===== src/rtl/button_conditioner.sv =====
// button_conditioner: synchronizes and debounces raw push-buttons against the
// slow_clk sampling timebase, turns presses into one-cycle pulses, and queues
// them as a single key event under a valid/ack handshake.
module button_conditioner #(
   parameter int N_BTN          = 5,
   parameter int STABLE_SAMPLES = 4,
   parameter int CODE_W         = 3
) (
   input  logic              clk,
   input  logic              rst,
   input  logic              slow_clk,
   input  logic [N_BTN-1:0]  btn_raw,
   input  logic              key_ack,
   output logic [N_BTN-1:0]  btn_level,
   output logic [N_BTN-1:0]  btn_pulse,
   output logic              key_valid,
   output logic [CODE_W-1:0] key_code,
   output logic              overrun
);

   logic              slow_s1_q, slow_s1_d;
   logic              slow_s2_q, slow_s2_d;
   logic              slow_dly_q, slow_dly_d;
   logic [N_BTN-1:0]  btn_s1_q, btn_s1_d;
   logic [N_BTN-1:0]  btn_s2_q, btn_s2_d;
   logic [7:0]        cnt_q [N_BTN];
   logic [7:0]        cnt_d [N_BTN];
   logic [N_BTN-1:0]  level_q, level_d;
   logic [N_BTN-1:0]  pulse_q, pulse_d;
   logic              valid_q, valid_d;
   logic [CODE_W-1:0] code_q, code_d;
   logic              overrun_q, overrun_d;
   logic              tick;

   // Synchronizer chains and slow_clk rising-edge detect.
   always_comb begin
      slow_s1_d  = slow_clk;
      slow_s2_d  = slow_s1_q;
      slow_dly_d = slow_s2_q;
      btn_s1_d   = btn_raw;
      btn_s2_d   = btn_s1_q;
      tick       = slow_s2_q & ~slow_dly_q;
   end

   // Debounce: a level flips only after STABLE_SAMPLES consecutive differing ticks.
   always_comb begin
      level_d = level_q;
      cnt_d   = cnt_q;
      if (tick) begin
         for (int unsigned i = 0; i < N_BTN; i++) begin
            if (btn_s2_q[i] == level_q[i]) begin
               cnt_d[i] = '0;
            end else if (cnt_q[i] == 8'(STABLE_SAMPLES - 1)) begin
               level_d[i] = btn_s2_q[i];
               cnt_d[i]   = '0;
            end else begin
               cnt_d[i] = cnt_q[i] + 8'd1;
            end
         end
      end
      pulse_d = level_d & ~level_q;
   end

   // Event slot: accept lowest pulsing index when free, flag drops as overrun.
   always_comb begin
      logic              any_p;
      logic              multi_p;
      logic              found;
      logic [CODE_W-1:0] low_idx;
      logic              slot_free;
      logic              ack_hit;
      logic              drop;

      any_p   = |pulse_q;
      multi_p = 1'b0;
      found   = 1'b0;
      low_idx = '0;
      for (int unsigned i = 0; i < N_BTN; i++) begin
         if (pulse_q[i]) begin
            if (found) begin
               multi_p = 1'b1;
            end else begin
               low_idx = CODE_W'(i);
               found   = 1'b1;
            end
         end
      end

      slot_free = ~valid_q | key_ack;
      ack_hit   = key_ack & valid_q;
      drop      = any_p & (~slot_free | multi_p);

      valid_d   = valid_q;
      code_d    = code_q;
      overrun_d = overrun_q;

      if (any_p) begin
         if (slot_free) begin
            valid_d = 1'b1;
            code_d  = low_idx;
         end
      end else if (ack_hit) begin
         valid_d = 1'b0;
      end

      if (drop) begin
         overrun_d = 1'b1;
      end else if (ack_hit) begin
         overrun_d = 1'b0;
      end
   end

   // State registers with asynchronous reset.
   always_ff @(posedge clk or posedge rst) begin
      if (rst) begin
         slow_s1_q  <= 1'b0;
         slow_s2_q  <= 1'b0;
         slow_dly_q <= 1'b0;
         btn_s1_q   <= '0;
         btn_s2_q   <= '0;
         cnt_q      <= '{default: '0};
         level_q    <= '0;
         pulse_q    <= '0;
         valid_q    <= 1'b0;
         code_q     <= '0;
         overrun_q  <= 1'b0;
      end else begin
         slow_s1_q  <= slow_s1_d;
         slow_s2_q  <= slow_s2_d;
         slow_dly_q <= slow_dly_d;
         btn_s1_q   <= btn_s1_d;
         btn_s2_q   <= btn_s2_d;
         cnt_q      <= cnt_d;
         level_q    <= level_d;
         pulse_q    <= pulse_d;
         valid_q    <= valid_d;
         code_q     <= code_d;
         overrun_q  <= overrun_d;
      end
   end

   assign btn_level = level_q;
   assign btn_pulse = pulse_q;
   assign key_valid = valid_q;
   assign key_code  = code_q;
   assign overrun   = overrun_q;

endmodule


===== config.mk =====
export PLATFORM = sky130hd
export DESIGN_NAME = button_conditioner
export DESIGN_NICKNAME = d
export VERILOG_FILES = /design/src/rtl/button_conditioner.sv
export SDC_FILE = /design/constraint.sdc
export NUM_CORES = 1
export LEC_CHECK = 0
export ABC_CLOCK_PERIOD_IN_PS = 6400
export CAP_MARGIN = 10
export CORE_MARGIN = 2
export CORE_UTILIZATION = 40
export DETAILED_ROUTE_END_ITERATION = 10
export PLACE_DENSITY = 0.64
export SLEW_MARGIN = 20
export SYNTH_ARGS = -nofsm -noshare
export SYNTH_HDL_FRONTEND = slang
export SYNTH_SLANG_ARGS = --single-unit
export TNS_END_PERCENT = 5

===== constraint.sdc =====
create_clock -name clk -period 6.4 [get_ports clk]
set_input_delay 1.28 -clock clk [delete_from_list [all_inputs] [get_ports clk]]
set_output_delay 1.28 -clock clk [all_outputs]
set_load 0.02 [all_outputs]

# Word-level counts from Yosys, hierarchy flattened
# Cells that the tools add are included.
# Widths: inputs -> output; s select.
# totals
register_bits,68
latch_bits,0
mem_bits_rw,0
mem_bits_ro,0
in_bits,9
output_inout_bits,15
elab_cells,91
memories,0
# op_classes
addsub,5
n_mul,0
n_div,0
order_cmp,0
eq_ne,11
shifts,0
n_mux,45
bitwise_logic,10
n_reduce_logical,5
# op_table
cell,count
$mux 8,10
$add 8x1->8 const B,5
$eq 8x2->1 const B,5
$mux 1,28
$mux 3,6
$and 5x5->5,1
$eq 1x1->1,5
$mux 5,1
$not 5->5,1
$reduce_or 5->1,1
$reduce_and 2->1,2
$reduce_bool 2->1,2
$and 1x1->1,3
$not 1->1,3
$ne 2x1->1 const B,1
$or 1x1->1,2

# Longest topological paths before layout
# depth
word_depth,12
ltp_mapped,6
mapped_depth_nobuf,4

# Worst setup path before layout
# OpenSTA, ideal clock, no wires.
# synth_timing
path_type,input port to flip-flop
from,input port key_ack
to,register code_q[0] (netlist: key_code[0])
t_arrival_ns,1.886
setup_slack_ns,4.386
stages,3
path_buffers,0
cell_sequence,nand2b_1 o21ai_2 mux2_1
# synth_via
elab_chain_len,2
# synth_rtl
element,line_no,text
start: declaration,13,"input logic key_ack,"
$or 1x1->1,89,slot_free = ~valid_q | key_ack;
$reduce_and 2->1 (no line),n/a,
end signal: assignment,137,code_q <= code_d;
end: declaration,31,"logic [CODE_W-1:0] code_q, code_d;"
# No other way between the ends.
# A chain may end at the register's enable or synchronous reset.

# Worst setup path in the final report
# layout_timing
from,register pulse_q[4] (netlist: btn_pulse[4])
to,output port btn_pulse[4]
# layout_rtl
element,line_no,text
start: declaration,29,"logic [N_BTN-1:0] pulse_q, pulse_d;"
start signal: assignment,135,pulse_q <= pulse_d;
end: declaration,15,"output logic [N_BTN-1:0] btn_pulse,"
# No word-level cell between the ends.

==> impl_metrics.tcl <==
set metrics [dict create \
    period_needed_ps 2700 \
    cts_tree "done" \
    slew_headroom 0.4241 \
    most-common-layout-cells "dfrtp_1 (68), nand2_1 (24), o21ai_0 (24)" \
    cts_setup_buffers 0 \
    syn_area_um2 3201 \
    num_vias 2383 \
    nets 334 \
    leakage_nw 1.592 \
    slew_viol_final 0 \
    cts_resized 0 \
    wl_mm 6.129 \
    final_antenna_net_count 0 \
    grt-ovfl-total 0 \
    final.setup.tns_ps 0 \
    endpoint_kind "output port" \
    layout_commonest_cell "dfrtp_1" \
    grt_use_total 0.1533 \
    io_pins 24 \
    clkSinkCount 68 \
    remaining_drc_errors 0 \
    cpPeakStageDelay_ps 630 \
    fin_area_um2 3717 \
    cpLargestDelayFamily "buffers and inverters" \
    cts_max_path_buffers 2 \
    status "finished, final reports clean" \
    h-tree-depth 3 \
    crit_path_max_fanout 6 \
    setup_viol 0 \
    initial_core_util 0.4142 \
    drt_first_pass_iters 4 \
    p_clk_frac 0.313 \
    total_power_mw 1.224 \
    cp.arrival_ps 1420 \
    cts_buffers 9 \
    insertedDiodeCount 0 \
    rows 32 \
    p_per_area_nw_per_um2 329.2 \
    grt_antenna_before_repair 0 \
    fin_hold_ws_ps 350.7 \
    synthCells 294 \
    seqPwrFrac 0.460 \
    critPathKind "flop to output port" \
    ys_seq_area_frac 0.5317 \
    grt_start_max_net_pins 69 \
    worstMarginPinSlew_ps 860.0 \
    hold_class "flop to flop" \
    fillerInstances 717 \
    clock_skew_ps 11.62 \
    grt_setup_unrepaired "no" \
    clock_latency_ps 350 \
    combPwrFrac 0.226 \
    port_buffers 23 \
    placed_cell_area_um2 3505 \
    p_sw_frac 0.3167 \
    critPathBufInv 1 \
    grt_pass1_vias 2232 \
    place_congestion 0.7400 \
    yosysUniqueCellTypes 40 \
    vias_per_cell 5.594 \
    syn_to_final_growth_pct 16.15 \
    syn_area_per_cell_um2 10.89 \
    yosysWarnings 0 \
    p_int_uw 836.3 \
    fp.dieArea_um2 8733 \
    ir_worst_vdd_mv 0.1407 \
    path_cells "clkdlybuf4s50_1" \
    ys.flop_type "dfrtp_1" \
    critPathRequiredTime_ps 5120 \
    die_h_um 93.45 \
    first_iter_violations 103 \
    synth_edf_count 0 \
    p_switching_uw 387.5 \
    ctsHoldBuffers 0 \
    hold_viol_final 0 \
    die_w_um 93.45 \
    fin_crit_sh 0.4219 \
    slowest_stage "clkdlybuf4s50_1" \
    place_hpwl_mm 4.011 \
    drive_gt1_frac 0.08333 \
    clk_pin_slew_ps 80 \
    cap_violations 0 \
    worst_slack_ps 3700 \
    max_freq_ghz 0.3704 \
    post-place-ws_ps 3890 \
    startpoint_type "flop" \
    grt_pass1_wl_mm 10.46 \
    async_flop_share 1.000 \
    ys_seq_elements 68 \
    syn_nets 308 \
    core_um2 7727 \
    root_buffer "clkbuf_8" \
    wl_per_cell_um 14.39 \
]
==> cells in the mapped netlist (5+ instances only) <==
library cell | number | area share
dfrtp_1 | 68 | 0.53
nand2_1 | 24 | 0.028
o21ai_0 | 24 | 0.038
a22oi_1 | 23 | 0.054
nand3_1 | 17 | 0.027
or3_1 | 15 | 0.029
or4_1 | 10 | 0.023
o31ai_1 | 9 | 0.021
a21oi_1 | 8 | 0.013
inv_1 | 8 | 0.0094
nand2b_1 | 8 | 0.016
buf_2 | 6 | 0.0094
nor3_1 | 6 | 0.0094
ha_1 | 5 | 0.020
nand3b_1 | 5 | 0.012
nor3b_1 | 5 | 0.012
nor4b_1 | 5 | 0.014
xnor2_1 | 5 | 0.014
xor2_1 | 5 | 0.014
==> routing by layer <==
metal / global-route usage / wire length (µm) / vias up
li1: - / - / 1159
met1: 0.2009 / 2861 / 1174
met2: 0.2428 / 2927 / 44
met3: 0.04915 / 288 / 6
met4: 0.04657 / 51 / 0
met5: 0 / 0 / -
==> cells by family after synthesis <==
family                     synth area share
adders and majority gates           0.02267
DFF                                  0.5317
muxes                               0.02111
and+or+nand+nor                      0.2056
xor gates and xnor gates            0.02736
buffers and inverters               0.03401
AOI/OAI and AO/OA                    0.1576
==> final timing paths <==
| kind | slack, ps | end | start | cells past startpoint |
|---|---|---|---|---|
| max in group asynchronous | 4350 | btn_level[4]$_DFF_PP0_ | rst | 3 |
| min reg2reg | 350 | btn_s2_q[2]$_DFF_PP0_ | btn_s1_q[2]$_DFF_PP0_ | 0 |
| min | 350 | btn_s2_q[2]$_DFF_PP0_ | btn_s1_q[2]$_DFF_PP0_ | 0 |
| max | 3700 | btn_pulse[4] | btn_pulse[4]$_DFF_PP0_ | 1 |
| max reg2reg | 3960 | btn_level[2]$_DFF_PP0_ | slow_dly_d$_DFF_PP0_ | 4 |
| min in group asynchronous | 1510 | btn_level[1]$_DFF_PP0_ | rst | 3 |
==> power groups by stage <==
stage	Sequential (mW)	Combinational, mW	Clock, mW
floorplan	0.586	0.160	0
global placement	0.570	0.271	0
detailed placement	0.572	0.278	0
CTS	0.564	0.280	0.396
global route	0.575	0.308	0.414
finish	0.563	0.277	0.384
==> area by class of cell <==
type                       instances  area, µm²  share of cell area
sequential                        68       1702              0.4578
clock inverter                     6      88.84             0.02390
multi-input combinational        207       1393              0.3746
clock buffer                       9      123.9             0.03332
inverter                           8      30.03            0.008078
tap                              102      127.6             0.03433
timing repair buffer              26      252.7             0.06799
==> sequential cells by signal, summed over array words and instances (netlist names), 3 cells and up <==
signal	cells
btn_level	5
btn_pulse	5
btn_s1_q	5
btn_s2_q	5
cnt_q	40
key_code	3
==> through the flow <==
stage | instances | util
2_1_floorplan | 294 | -
3_3_place_gp | 411 | 0.4535
3_5_place_dp | 411 | 0.4535
4_1_cts | 426 | 0.4811
5_1_grt | 426 | 0.4811
6_report | 426 | 0.4811
(Power assumes the default switching activity.)
